File: config.mk
export PLATFORM = sky130hd
export DESIGN_NAME = div_iter_n
export DESIGN_NICKNAME = d
export VERILOG_FILES = /design/src/rtl/div_iter_n.sv
export SDC_FILE = /design/constraint.sdc
export NUM_CORES = 1
export LEC_CHECK = 0
export ABC_CLOCK_PERIOD_IN_PS = 2900
export CORE_MARGIN = 8
export CORE_UTILIZATION = 53
export DETAILED_ROUTE_END_ITERATION = 6
export GPL_ROUTABILITY_DRIVEN = 0
export HOLD_SLACK_MARGIN = 0.03
export PLACE_DENSITY = 0.74
export SETUP_SLACK_MARGIN = 0.15
export SYNTH_ARGS = -nofsm -noshare
export SYNTH_HDL_FRONTEND = slang
export SYNTH_SLANG_ARGS = --single-unit
File: constraint.sdc
create_clock -name clock -period 2.9 [get_ports clock]
set_input_delay 0.29 -clock clock [delete_from_list [all_inputs] [get_ports clock]]
set_output_delay 0.29 -clock clock [all_outputs]
set_load 0.05 [all_outputs]
File: src/rtl/div_iter_n.sv
// div_iter_n: iterative radix-2 restoring divider (DIV/DIVU/REM/REMU).
// Divide-by-zero and signed overflow are resolved at accept time and go
// straight to HOLD. Normal operations run one quotient bit per cycle in BUSY.
// The result then waits in HOLD until it is consumed or flushed.
// Optional feature: define DIV_EARLY_OUT_EN to skip the leading zeros of |a|.
// The quotient and remainder are the same with or without this feature.
module div_iter_n #(
    parameter int WIDTH = 32,
    parameter int TAG_W = 5
) (
    input  logic             clock,
    input  logic             reset,
    input  logic             flush,
    input  logic             in_valid,
    output logic             in_ready,
    input  logic [1:0]       in_op,
    input  logic [WIDTH-1:0] in_a,
    input  logic [WIDTH-1:0] in_b,
    input  logic [TAG_W-1:0] in_tag,
    output logic             out_valid,
    input  logic             out_ready,
    output logic [WIDTH-1:0] out_res,
    output logic [TAG_W-1:0] out_tag
);

    localparam int               CNT_W    = $clog2(WIDTH + 1);
    localparam logic [CNT_W-1:0] CNT_FULL = CNT_W'(WIDTH);
    localparam logic [CNT_W-1:0] CNT_ONE  = CNT_W'(1);
    localparam logic [WIDTH-1:0] MIN_NEG  = {1'b1, {(WIDTH-1){1'b0}}};
    localparam logic [WIDTH-1:0] ALL_ONES = {WIDTH{1'b1}};

    typedef enum logic [1:0] {
        IDLE = 2'd0,
        BUSY = 2'd1,
        HOLD = 2'd2
    } state_t;

    state_t state_reg, state_next;

    // dvd: shifting dividend, dvs: |divisor|, rem: partial remainder, quo: quotient
    logic [WIDTH-1:0] dvd_reg, dvd_next;
    logic [WIDTH-1:0] dvs_reg, dvs_next;
    logic [WIDTH-1:0] rem_reg, rem_next;
    logic [WIDTH-1:0] quo_reg, quo_next;
    logic [CNT_W-1:0] cnt_reg, cnt_next;
    logic             qneg_reg, qneg_next;
    logic             rneg_reg, rneg_next;
    logic             sel_rem_reg, sel_rem_next;
    logic [TAG_W-1:0] tag_reg, tag_next;

    logic             accept;
    logic             op_signed;
    logic             a_neg;
    logic             b_neg;
    logic             div_zero;
    logic             sig_ovf;
    logic             a_zero;
    logic             special;
    logic             last_iter;
    logic [WIDTH-1:0] abs_a;
    logic [WIDTH-1:0] abs_b;
    logic [WIDTH-1:0] load_dvd;
    logic [CNT_W-1:0] load_cnt;
    logic [WIDTH:0]   trial;
    logic [WIDTH-1:0] quo_fix;
    logic [WIDTH-1:0] rem_fix;

    // Handshake: a new op may enter whenever the slot is empty, being
    // vacated by the consumer, or being killed by flush.
    assign in_ready  = (state_reg == IDLE) | flush | ((state_reg == HOLD) & out_ready);
    assign out_valid = (state_reg == HOLD) & ~flush;
    assign accept    = in_valid & in_ready;

    // Operand preparation: signed ops work on magnitudes, signs fixed at the end
    assign op_signed = ~in_op[0];
    assign a_neg     = op_signed & in_a[WIDTH-1];
    assign b_neg     = op_signed & in_b[WIDTH-1];
    assign abs_a     = a_neg ? -in_a : in_a;
    assign abs_b     = b_neg ? -in_b : in_b;
    assign div_zero  = (in_b == '0);
    assign sig_ovf   = op_signed & (in_a == MIN_NEG) & (in_b == ALL_ONES);

`ifdef DIV_EARLY_OUT_EN
    logic [WIDTH-1:0] any_above;
    logic [CNT_W-1:0] lz;

    // any_above[i] is set when |a| has a one at bit i or higher
    for (genvar gi = 0; gi < WIDTH; gi++) begin : g_lz
        assign any_above[gi] = |abs_a[WIDTH-1:gi];
    end

    // Leading-zero count: every position with nothing above it is a leading zero
    always_comb begin
        lz = '0;
        for (int i = 0; i < WIDTH; i++) begin
            if (!any_above[i]) begin
                lz = lz + CNT_ONE;
            end
        end
    end

    assign load_dvd = abs_a << lz;
    assign load_cnt = CNT_FULL - lz;
    assign a_zero   = (abs_a == '0);
`else
    assign load_dvd = abs_a;
    assign load_cnt = CNT_FULL;
    assign a_zero   = 1'b0;
`endif

    assign special   = div_zero | sig_ovf | a_zero;

    // Restoring step: try to subtract the divisor from {rem, next dividend bit}
    assign trial     = {rem_reg, dvd_reg[WIDTH-1]} - {1'b0, dvs_reg};
    assign last_iter = (cnt_reg == CNT_ONE);

    // Sign correction of the held result
    assign quo_fix = qneg_reg ? -quo_reg : quo_reg;
    assign rem_fix = rneg_reg ? -rem_reg : rem_reg;
    assign out_res = sel_rem_reg ? rem_fix : quo_fix;
    assign out_tag = tag_reg;

    // State register
    always_ff @(posedge clock or negedge reset) begin
        if (!reset) begin
            state_reg <= IDLE;
        end else begin
            state_reg <= state_next;
        end
    end

    // Next state: accept wins, then flush, then normal progress
    always_comb begin
        state_next = state_reg;
        if (accept) begin
            state_next = special ? HOLD : BUSY;
        end else if (flush) begin
            state_next = IDLE;
        end else begin
            case (state_reg)
                BUSY:    if (last_iter) state_next = HOLD;
                HOLD:    if (out_ready) state_next = IDLE;
                default: state_next = state_reg;
            endcase
        end
    end

    // Datapath next values: load on accept, iterate in BUSY, hold otherwise
    always_comb begin
        dvd_next     = dvd_reg;
        dvs_next     = dvs_reg;
        rem_next     = rem_reg;
        quo_next     = quo_reg;
        cnt_next     = cnt_reg;
        qneg_next    = qneg_reg;
        rneg_next    = rneg_reg;
        sel_rem_next = sel_rem_reg;
        tag_next     = tag_reg;
        if (accept) begin
            sel_rem_next = in_op[1];
            tag_next     = in_tag;
            dvs_next     = abs_b;
            dvd_next     = '0;
            cnt_next     = '0;
            // Special results are already final, so no sign correction applies
            qneg_next    = 1'b0;
            rneg_next    = 1'b0;
            if (div_zero) begin
                quo_next = ALL_ONES;
                rem_next = in_a;
            end else if (sig_ovf) begin
                quo_next = in_a;
                rem_next = '0;
            end else if (a_zero) begin
                quo_next = '0;
                rem_next = '0;
            end else begin
                quo_next  = '0;
                rem_next  = '0;
                dvd_next  = load_dvd;
                cnt_next  = load_cnt;
                qneg_next = a_neg ^ b_neg;
                rneg_next = a_neg;
            end
        end else if ((state_reg == BUSY) && !flush) begin
            if (!trial[WIDTH]) begin
                rem_next = trial[WIDTH-1:0];
            end else begin
                rem_next = {rem_reg[WIDTH-2:0], dvd_reg[WIDTH-1]};
            end
            quo_next = {quo_reg[WIDTH-2:0], ~trial[WIDTH]};
            dvd_next = {dvd_reg[WIDTH-2:0], 1'b0};
            cnt_next = cnt_reg - CNT_ONE;
        end
    end

    // Datapath registers
    always_ff @(posedge clock or negedge reset) begin
        if (!reset) begin
            dvd_reg     <= '0;
            dvs_reg     <= '0;
            rem_reg     <= '0;
            quo_reg     <= '0;
            cnt_reg     <= '0;
            qneg_reg    <= 1'b0;
            rneg_reg    <= 1'b0;
            sel_rem_reg <= 1'b0;
            tag_reg     <= '0;
        end else begin
            dvd_reg     <= dvd_next;
            dvs_reg     <= dvs_next;
            rem_reg     <= rem_next;
            quo_reg     <= quo_next;
            cnt_reg     <= cnt_next;
            qneg_reg    <= qneg_next;
            rneg_reg    <= rneg_next;
            sel_rem_reg <= sel_rem_next;
            tag_reg     <= tag_next;
        end
    end

endmodule
==> flow_summary.toml <==
[synthesis]
yosysWarnings = 0
syn-cell-area_sq_um = 11300
seq_area_frac_synth_pct = 31.8
synth_top_area_share_pct = 31.8
ys.flop_type = "dfrtp_1"
synth-seq-cells = 144
async_flop_share_pct = 100
syn-num-nets = 1531
synth_edf_count = 0
synth_cells = 1412
avgSynthCellArea_sq_um = 8.02
yosys.area.top_type = "dfrtp_1"
synth_cell_types = 78
ys_top_cells_by_area = "dfrtp_1, xnor2_1, nand2_1"

[routing]
drtAntennaViolNets = 0
drt-pass1-iter-count = 6
num_vias = 12237
routed_wirelength_microns = 39800
vias_per_cell = 6.17
route.detailed.drc = 0
drt_iter0_drc = 1231
wl_per_cell_microns = 20.1

[power_and_ir_drop]
ir_worst_vdd_v = 0.000767
p_leak_nw = 6.81
power_density_nw_per_um2 = 1310

[run_status]
status = "finished, violations left"
violations = "negative setup slack"

[finish]
fin_area_sq_um = 15800
final_common_cell = "buf_4"
drive_gt1_share_pct = 24.7
area_delta_synth_final_pct = 39.9
fin_nets = 1813
layout_common_cells = "buf_4, nand2_1, dfrtp_1"
final_util_pct = 75.4

[floorplan]
start_util_pct = 53.9
rows = 53
ios = 115
die_area_sq_um = 26300
coreArea_sq_um = 21000
die_w_microns = 162
die_h_microns = 162

[setup_path]
critical_path_class = "reg -> out"
critical_path.max_fanout = 4
endpoint_kind = "output pin"
arrival_ps = 3280
cp-start-kind = "flip-flop"
required_ps = 2610

[global_route]
grt_pass1_vias = 12022
grt-ovfl-total = 0
grt_max_degree = 100
grt_pass1_wl_microns = 62800
track_usage_pct = 29.6
grt_antenna_before_repair = 1

[place]
place_hpwl_microns = 28200
placed_cell_area_sq_um = 14400
portBuffers = 114

[timing]
hold_viol_final = 0
fmax_mhz = 280
finalClockSkew_ps = 7.34
setup-tns-final_ps = -18000
setup_viol = 54
rsz0062_at_grt = "true"
min_period_over_period_pct = 123
worst_slack_ps = -666
maxSlewHeadroom_pct = 37.7
post-route-min-period_ps = 3570
hold_ws_ps = 387
worstMarginPinSlew_ps = 934
slew_viol_final = 0

[clock_tree]
clockBufferDepth = 2
clk-insertion-delay-late_ps = 430
clock-sinks = 144
cts_buffers = 17
clockRootBuffer = "clkbuf_16"
h-tree-depth = 4
path_clk_slew_ps = 70
cts_tree = "built"

[hold_path]
hp-class = "in -> reg"

[run]
drv_cap = 0
## critical path, stage by stage, from the launching register on
cell	delay, ps
dfrtp_1	380
or4_4	560
nor2_4	130
nand3_2	90
or4_4	450
or3_4	450
o21ai_2	160
xor2_1	300
mux2i_4	130
buf_12	180
## cell families (layout without fill, tap and decap cells)
family / count (synthesis) / after routing / synth area share [%]
adder cells (fa/ha/maj): 43 / 43 / 4.82
other: 0 / 1 / 0
buffers and inverters: 137 / 432 / 4.91
AO/OA/AOI/OAI: 470 / 470 / 25.6
multiplexers: 28 / 28 / 2.51
flip-flops: 144 / 144 / 31.8
XOR/XNOR: 148 / 148 / 11.4
AND/OR/NAND/NOR: 442 / 442 / 18.9
## repair_timing
item / CTS / global route
cloned: 2 / 0
resized for setup: 95 / 31
setup endpoints to repair: 57 / 59
pin swaps: 42 / 29
endpoints found under the hold margin: 67 / 0
hold buffers: 1 / 0
buffers inserted: 21 / 9
## cell usage after synthesis, drive strengths merged (4+ instances only)
| cell type | n |
|---|---|
| a31o | 7 |
| o211ai | 7 |
| o41ai | 7 |
| buf | 21 |
| a211oi | 10 |
| and3 | 6 |
| mux2i | 25 |
| o31ai | 29 |
| or3 | 15 |
| xor2 | 59 |
| clkbuf | 59 |
| nand3 | 20 |
| a21oi | 89 |
| o21bai | 6 |
| a22oi | 22 |
| ha | 42 |
| or4 | 12 |
| inv | 57 |
| nor2 | 91 |
| a31oi | 41 |
| nor2b | 10 |
| or2 | 4 |
| xnor2 | 89 |
| nor3 | 29 |
| o21ai | 183 |
| nand2 | 201 |
| nor4 | 9 |
| o21a | 39 |
| dfrtp | 144 |
| nand4 | 16 |
| nand2b | 10 |
| a21o | 14 |
| and2 | 6 |
## area by class of cell
| type | count | area (sq um) |
|---|---|---|
| Antenna cell | 1 | 2.50 |
| Multi-Input combinational cell | 1131 | 7830 |
| Inverter | 57 | 214 |
| Clock buffer | 18 | 439 |
| Sequential cell | 144 | 3600 |
| Fill cell | 1434 | 5180 |
| Tap cell | 275 | 344 |
| Clock inverter | 14 | 121 |
| Timing Repair Buffer | 343 | 3290 |
## where the power goes
part	total, mW	leakage, nW	switching [mW]	internal (mW)
clock network	2.13	0.267	0.983	1.14
registers	3.57	1.80	0.784	2.79
logic	15.0	4.74	8.11	6.89
total	20.7	6.81	9.88	10.8
## routing by layer
metal	track usage (%)	wire (microns)	vias to the layer above
met3	5.57	3540	140
met1	36.6	15300	5823
met4	14.4	1720	0
li1	-	-	5582
met5	0	0	-
met2	48.9	19200	692
## final timing paths
| check | from | end | slack, ps | cells past startpoint |
|---|---|---|---|---|
| worst max register to register | dvs_reg[0] | rem_reg[11] | -360 | 13 |
| min in group asynchronous | reset | quo_reg[11] | 540 | 2 |
| worst min-delay path | in_tag[4] | out_tag[4] | 390 | 3 |
| worst min register to register | out_tag[1] | out_tag[1] | 480 | 2 |
| worst max-delay path | rem_reg[5] | out_res[28] | -670 | 9 |
| max in group asynchronous | reset | rem_reg[27] | 1540 | 3 |
## through the flow
stage	setup slack (ps)	power, mW	std cells
floorplan	-87.9	11.3	1412
global route	-755	21.8	1983
detailed placement	-293	16.2	1917
global placement	-174	15.9	1917
finish	-666	20.7	1983
CTS	-591	19.7	1973
(Power assumes the default switching activity.)
